## src/rtl/seq_multiplier.sv

```systemverilog
// seq_multiplier: shift-add multiplier, one partial product per clock.
// Operands are latched as magnitudes with a separate sign flag, so the core
// datapath is purely unsigned; the sign is applied when the result is stored.
//
// Handshake: start is sampled only in IDLE or DONE. When accepted, busy is high
// for exactly WIDTH cycles (RUN). The edge that ends RUN loads O and raises
// done for a single cycle. busy and done are never high together.
module seq_multiplier #(
  parameter int WIDTH = 4
) (
  input  logic                   clk,
  input  logic                   rst,
  input  logic                   start,
  input  logic                   signed_mode,
  input  logic [WIDTH-1:0]       A,
  input  logic [WIDTH-1:0]       B,
  output logic [2*WIDTH-1:0]     O,
  output logic                   busy,
  output logic                   done
);

  localparam int CW = $clog2(WIDTH + 1);
  localparam logic [CW-1:0] LAST_ITER = CW'(WIDTH - 1);

  typedef enum logic [1:0] {
    IDLE = 2'd0,
    RUN  = 2'd1,
    DONE = 2'd2
  } state_t;

  state_t                state_q, state_d;
  logic [WIDTH-1:0]      mcand_q, mcand_d;
  logic [WIDTH-1:0]      mplier_q, mplier_d;
  logic [2*WIDTH:0]      acc_q, acc_d;
  logic [CW-1:0]         cnt_q, cnt_d;
  logic                  neg_q, neg_d;
  logic [2*WIDTH-1:0]    o_q, o_d;

  // Operand conditioning and one shift-add step, shared by the FSM below.
  logic [WIDTH-1:0]      mag_a, mag_b;
  logic                  neg_in;
  logic [WIDTH:0]        upper_sum;
  logic [2*WIDTH:0]      acc_step;
  logic [2*WIDTH-1:0]    prod;
  logic [2*WIDTH-1:0]    result;

  // Magnitudes, sign, next accumulator value and signed result.
  always_comb begin
    // The magnitude of the most negative value, 2^(WIDTH-1), still fits in WIDTH bits.
    mag_a     = (signed_mode && A[WIDTH-1]) ? -A : A;
    mag_b     = (signed_mode && B[WIDTH-1]) ? -B : B;
    neg_in    = signed_mode & (A[WIDTH-1] ^ B[WIDTH-1]);
    // The top accumulator bit catches the carry of the add before the shift.
    upper_sum = acc_q[2*WIDTH:WIDTH] + (mplier_q[0] ? {1'b0, mcand_q} : '0);
    acc_step  = {upper_sum, acc_q[WIDTH-1:0]} >> 1;
    prod      = acc_step[2*WIDTH-1:0];
    result    = neg_q ? -prod : prod;
  end

  // Next-state and datapath control.
  always_comb begin
    state_d  = state_q;
    mcand_d  = mcand_q;
    mplier_d = mplier_q;
    acc_d    = acc_q;
    cnt_d    = cnt_q;
    neg_d    = neg_q;
    o_d      = o_q;
    case (state_q)
      IDLE, DONE: begin
        if (start) begin
          mcand_d  = mag_a;
          mplier_d = mag_b;
          neg_d    = neg_in;
          acc_d    = '0;
          cnt_d    = '0;
          state_d  = RUN;
        end else begin
          state_d  = IDLE;
        end
      end
      RUN: begin
        acc_d    = acc_step;
        mplier_d = mplier_q >> 1;
        cnt_d    = cnt_q + CW'(1);
        if (cnt_q == LAST_ITER) begin
          o_d     = result;
          state_d = DONE;
        end
      end
      default: begin
        state_d = IDLE;
      end
    endcase
  end

  // State and datapath registers with synchronous reset.
  always_ff @(posedge clk) begin
    if (rst) begin
      state_q  <= IDLE;
      mcand_q  <= '0;
      mplier_q <= '0;
      acc_q    <= '0;
      cnt_q    <= '0;
      neg_q    <= 1'b0;
      o_q      <= '0;
    end else begin
      state_q  <= state_d;
      mcand_q  <= mcand_d;
      mplier_q <= mplier_d;
      acc_q    <= acc_d;
      cnt_q    <= cnt_d;
      neg_q    <= neg_d;
      o_q      <= o_d;
    end
  end

  assign O    = o_q;
  assign busy = (state_q == RUN);
  assign done = (state_q == DONE);

endmodule
```

## config.mk

```make
export PLATFORM = sky130hd
export DESIGN_NAME = seq_multiplier
export DESIGN_NICKNAME = d
export VERILOG_FILES = /design/src/rtl/seq_multiplier.sv
export SDC_FILE = /design/constraint.sdc
export NUM_CORES = 1
export LEC_CHECK = 0
export ABC_AREA = 1
export CAP_MARGIN = 30
export CORE_AREA = 2 2 71 73
export DETAILED_ROUTE_END_ITERATION = 8
export DIE_AREA = 0 0 73 75
export PLACE_DENSITY_LB_ADDON = 0.3
export REMOVE_ABC_BUFFERS = 1
export SLEW_MARGIN = 20
export SYNTH_ARGS = -nofsm -noshare
export SYNTH_HDL_FRONTEND = slang
export SYNTH_SLANG_ARGS = --single-unit
```

## constraint.sdc

```tcl
create_clock -name clk -period 3.9 [get_ports clk]
set_input_delay 0.39 -clock clk [delete_from_list [all_inputs] [get_ports clk]]
set_output_delay 0.39 -clock clk [all_outputs]
set_load 0.05 [all_outputs]
```

**Word-level counts from Yosys, hierarchy flattened**

Cells that the tools add are included.

- Logic and storage cells: 40
- Input bits: 12
- Output and inout bits: 10
- Register bits: 31

- Multiplexer cells: 13
- Equal/unequal tests: 5
- Add/subtract/negate cells: 5
- Bitwise gates (word level): 2
- Reductions and logical operators: 8

Operators with widths:

| cell | number |
|---|---|
| one-hot mux 9 bit (2 select lines) | 1 |
| 2-to-1 mux 4 bit | 4 |
| 2-to-1 mux 9 bit | 1 |
| 2-to-1 mux 8 bit | 1 |
| negator 4 bit | 2 |
| negator 8 bit | 1 |
| one-hot mux 4 bit (2 select lines) | 1 |
| one-hot mux 3 bit (2 select lines) | 1 |
| AND reduction 2 bit | 3 |
| adder 5 x 4 -> 5 bit | 1 |
| one-hot mux 2 bit (2 select lines) | 1 |
| adder 3 x 1 -> 3 bit (second input constant) | 1 |
| equality test 3 x 2 -> 1 bit (second input constant) | 1 |
| 2-to-1 mux 3 bit | 1 |
| equality test 2 x 1 -> 1 bit (second input constant) | 1 |
| equality test 2 bit (second input constant) | 1 |
| logical AND 1 bit | 2 |
| logical NOT 2 bit | 1 |
| 2-to-1 mux 2 bit | 1 |
| inequality test 2 x 1 -> 1 bit (second input constant) | 1 |
| inequality test 2 bit (second input constant) | 1 |
| nonzero test 2 bit | 1 |
| OR reduction 2 bit | 1 |
| AND 1 bit | 1 |
| other kinds (2) | 2 |

**Depth between registers and ports, before layout**

- Depth in word-level cells: 4
- Gate-level depth with buffers: 13
- Gate-level depth less buffers: 13

**Worst setup path before layout**

No wires, ideal clock.

- Path kind: register -> register
- Start point: register mplier_q[0]
- End point: register o_q[7] (netlist: O[7])
- Period minus slack after synthesis: 1812 ps
- Data arrival time: 1693 ps
- Buffers on the path: 0
- Slack: 2088 ps
- Library setup time: 118 ps
- Required time: 3782 ps
- Stages on the path, launching flop included: 13
- Cells stage by stage: dfxtp_1 nand2_1 inv_1 ha_1 fa_1 nor2_1 nand3_1 nor2_1 nand3_1 nand2_1 nand2_1 nand2_1 a21oi_2

- Word-level cells in the longest chain between the ends: 4

Ends and longest elaborated chain:

| item | RTL line | source |
|---|---|---|
| start: declaration | 33 | `logic [WIDTH-1:0] mplier_q, mplier_d;` |
| start signal: assignment | 110 | `mplier_q <= mplier_d;` |
| 2-to-1 mux 4 bit (*) | 54 | `upper_sum = acc_q[2*WIDTH:WIDTH] + (mplier_q[0] ? {1'b0, mcand_q} : '0);` |
| adder 5 x 4 -> 5 bit (*) | 54 |  |
| negator 8 bit | 57 | `result = neg_q ? -prod : prod;` |
| 2-to-1 mux 8 bit (*) | 57 |  |
| end signal: assignment | 106 | `o_q <= '0;` |
| end signal: assignment | 114 | `o_q <= o_d;` |
| end: declaration | 37 | `logic [2*WIDTH-1:0] o_q, o_d;` |

Mark *: on every way between the ends. The rest lies on a longest branch, timed or not.
A chain may end at the register's enable or synchronous reset.

**Worst setup path after layout**

- Start point: register state_q[0]
- End point: output busy

- Word-level cells in the longest chain between the ends: 1

Ends and longest elaborated chain:

| item | RTL line | source |
|---|---|---|
| start: declaration | 31 | `state_t state_q, state_d;` |
| start signal: assignment | 108 | `state_q <= state_d;` |
| equality test 2 x 1 -> 1 bit | 119 | `assign busy = (state_q == RUN);` |
| end: declaration | 18 | `output logic busy,` |

Every way passes these cells.

==> flow_metrics.env <==
export IMPL_dieArea_um2=5475
export IMPL_clock_tree_from_tritoncts="yes"
export IMPL_signed_area_change_from_the_synthesized_netlist_to_the_final_layout_pct=20.08
export IMPL_synth_lib_cells_used_distinct=33
export IMPL_r2r_start="mplier_q[0]"
export IMPL_timing_critical_path_to_type="primary output"
export IMPL_cts_hold_fix_buffers=0
export IMPL_postSynthCellCount=208
export IMPL_ys_seq_elements=29
export IMPL_antenna_violations_before_repair=0
export IMPL_die_height_um=75
export IMPL_grt_first_pass_wirelength_um=5464
export IMPL_synthMostInstantiatedCell="sky130_fd_sc_hd__nand2_1"
export IMPL_floorplan_initialDensity=0.3450
export IMPL_critPathLaunch="state_q[0]"
export IMPL_postCtsSetupRepairBufs=0
export IMPL_route_vias_total=1325
export IMPL_fin_util=0.4142
export IMPL_dp_final_hpwl_um=2364
export IMPL_ffs_w_async_s_r_synth=0
export IMPL_slew_at_the_pin_closest_to_its_max_slew_limit_ns=0.7496
export IMPL_antenna_violating_nets_post_route=0
export IMPL_p_leak_nw=0.8391
export IMPL_layoutNonFillerInstCount=282
export IMPL_synth_sequential_area_ratio=0.3611
export IMPL_final_min_period_over_clock_period=0.5616
export IMPL_cts_num_sinks=29
export IMPL_path_max_fanout=15
export IMPL_placedInstanceArea_um2=1827
export IMPL_worst_setup_path_type="reg2out"
export IMPL_fmax_ghz=0.4566
export IMPL_clock_insertion_delay_at_the_later_pin_of_the_skew_report_ns=0.27
export IMPL_synthesis_area_um2=1608
export IMPL_insertedDiodeCount=0
export IMPL_run_status="finished clean"
export IMPL_class_of_the_worst_hold_path="reg2reg"
export IMPL_grt_remaining_overflow=0
export IMPL_htree_num_levels=2
export IMPL_start_kind="register"
export IMPL_skew_ns=0.004252
export IMPL_floorplan_die_width_um=73
export IMPL_synth_largest_area_cell="sky130_fd_sc_hd__dfxtp_1"
export IMPL_post_synth_top_area_fraction=0.3611
export IMPL_cts_resized=0
export IMPL_cts_max_path_buffers=2
export IMPL_numCtsBuffers=5
export IMPL_io_pin_count=22
export IMPL_timing_final_crit_period_ns=2.190
export IMPL_cp_arrival_ns=1.80
export IMPL_drcViolationCount=0
export IMPL_cts_reportedPaths_clkPinSlew_ns=0.06
export IMPL_core_area_um2=4661
export IMPL_drt_first_pass_iters=4
export IMPL_layout_drive_gt1_share=0.1316
export IMPL_gp_routability_congestion=0.8307
export IMPL_report_final_setup_viol=0
export IMPL_maxSlewViolCount=0
export IMPL_final_net_count=250
export IMPL_max_cap_viol_count=0
export IMPL_drt_iter0_markers=38
export IMPL_synth_edff_count=0
export IMPL_synthTopCellsByArea="sky130_fd_sc_hd__dfxtp_1 (36%), sky130_fd_sc_hd__nand2_1 (12%), sky130_fd_sc_hd__ha_1 (7.0%)"
export IMPL_worst_ir_drop_vdd_mv=0.2154
export IMPL_cts_root_buffer="sky130_fd_sc_hd__clkbuf_8"
export IMPL_yosysWarningCount=0
export IMPL_netlist_top_cells_count="sky130_fd_sc_hd__nand2_1 (50), sky130_fd_sc_hd__dfxtp_1 (29), sky130_fd_sc_hd__inv_1 (20)"
export IMPL_total_power_divided_by_cell_area_nw_per_um2=359.8
export IMPL_numPortBuffers=21
export IMPL_viasPerCell=4.699
export IMPL_rows=25
export IMPL_grt_max_degree=19
export IMPL_hold_path_startpoint="cnt_q[0]"
export IMPL_setup_total_negative_slack_ns=0
export IMPL_postSynth_topFlopCell="sky130_fd_sc_hd__dfxtp_1"
export IMPL_fin_area_um2=1931
export IMPL_max_slew_margin=0.4987
export IMPL_first_global_vias=1237
export IMPL_postRouteWirelength_um=3133
export IMPL_fillCellCount=481
export IMPL_worst_endpoint_required_ns=3.51
export IMPL_drt_wirelength_per_cell_um=11.11
export IMPL_avgSynthCellArea_um2=7.730
export IMPL_track_usage=0.1313
export IMPL_finalHoldViolations=0
export IMPL_dp_cells=275
export IMPL_grt_setup_unrepaired="no"
## layout by cell type, fill, tap and decap left out
cell type / count
sky130_fd_sc_hd__clkinv_2: 1
sky130_fd_sc_hd__inv_1: 20
sky130_fd_sc_hd__o22ai_1: 1
sky130_fd_sc_hd__nor2_8: 1
sky130_fd_sc_hd__o21ai_1: 2
sky130_fd_sc_hd__o211ai_1: 1
sky130_fd_sc_hd__nand2_1: 50
sky130_fd_sc_hd__ha_1: 9
sky130_fd_sc_hd__a31oi_1: 2
sky130_fd_sc_hd__nor2_1: 15
sky130_fd_sc_hd__or2_1: 1
sky130_fd_sc_hd__clkinv_4: 1
sky130_fd_sc_hd__xor2_1: 6
sky130_fd_sc_hd__a21oi_2: 5
sky130_fd_sc_hd__o221ai_2: 1
sky130_fd_sc_hd__nand2_4: 3
sky130_fd_sc_hd__inv_4: 2
sky130_fd_sc_hd__nand3_1: 6
sky130_fd_sc_hd__clkdlybuf4s50_1: 21
sky130_fd_sc_hd__inv_2: 3
sky130_fd_sc_hd__a221oi_2: 1
sky130_fd_sc_hd__nor2_4: 1
sky130_fd_sc_hd__nand2_2: 3
sky130_fd_sc_hd__o21ai_0: 12
sky130_fd_sc_hd__bufinv_16: 1
sky130_fd_sc_hd__clkbuf_8: 5
sky130_fd_sc_hd__a211oi_2: 1
sky130_fd_sc_hd__nand3_2: 1
sky130_fd_sc_hd__a21oi_1: 19
sky130_fd_sc_hd__o31ai_1: 2
sky130_fd_sc_hd__xnor2_1: 1
sky130_fd_sc_hd__dfxtp_1: 29
sky130_fd_sc_hd__fa_1: 1
## power by group
part,switching [mW],internal (mW)
combinational,0.0511,0.0325
clock,0.111,0.185
sequential,0.00811,0.307
## worst max-delay path, cell delays in order (launching register included)
cell and delay, ns:
sky130_fd_sc_hd__dfxtp_1 0.34, sky130_fd_sc_hd__inv_2 0.08, sky130_fd_sc_hd__nor2_8 0.24, sky130_fd_sc_hd__clkdlybuf4s50_1 0.86
## sequential cells by signal, indices dropped and copies added (netlist names)
| register | count |
|---|---|
| neg_q | 1 |
| acc_q | 7 |
| mplier_q | 4 |
| cnt_q | 3 |
| state_q | 2 |
| O | 8 |
| mcand_q | 4 |
## worst paths after layout
check | to | slack [ns] | cells after the start
min reg2reg | cnt_q[0] | 0.46 | 1
max reg2reg | O[7] | 1.91 | 12
max | busy | 1.71 | 3
min | cnt_q[0] | 0.46 | 1
## cell families after synthesis
group,share of synthesized area
AND/OR/NAND/NOR,0.2327
buffers and inverters,0.1035
adder cells (fa/ha/maj),0.08249
flip-flops,0.3611
AO/OA/AOI/OAI,0.1821
XOR/XNOR,0.03813
## layer usage
metal  routed length (um)  part of all wire  global-route usage  vias up
li1                     -                 -                   -      714
met1                 1520              0.49              0.1587      585
met2                 1461              0.47              0.2142       24
met3                  126             0.040             0.04819        2
met4                   25            0.0080             0.04938        0
met5                    0                 0                   0        -
## layout make-up
| class | count | area [um^2] | area share |
|---|---|---|---|
| multi-input combinational | 145 | 860.8 | 0.4459 |
| tap | 54 | 67.56 | 0.03500 |
| sequential | 29 | 580.6 | 0.3007 |
| clock buffer | 5 | 68.82 | 0.03564 |
| inverter | 26 | 107.6 | 0.05574 |
| clock inverter | 2 | 35.03 | 0.01815 |
| timing repair buffer | 21 | 210.2 | 0.1089 |
## per-stage QoR
stage / hold WS [ns] / setup WS, ns / total power [mW]
3_3_place_gp: 0.4474 / 1.787 / 0.4056
4_1_cts: 0.4620 / 1.692 / 0.7036
2_1_floorplan: 0.4290 / 2.085 / 0.3734
6_report: 0.4554 / 1.710 / 0.6946
3_5_place_dp: 0.4530 / 1.789 / 0.4053
5_1_grt: 0.4881 / 1.642 / 0.7220
Note: power is estimated with default switching activity, not from simulation.
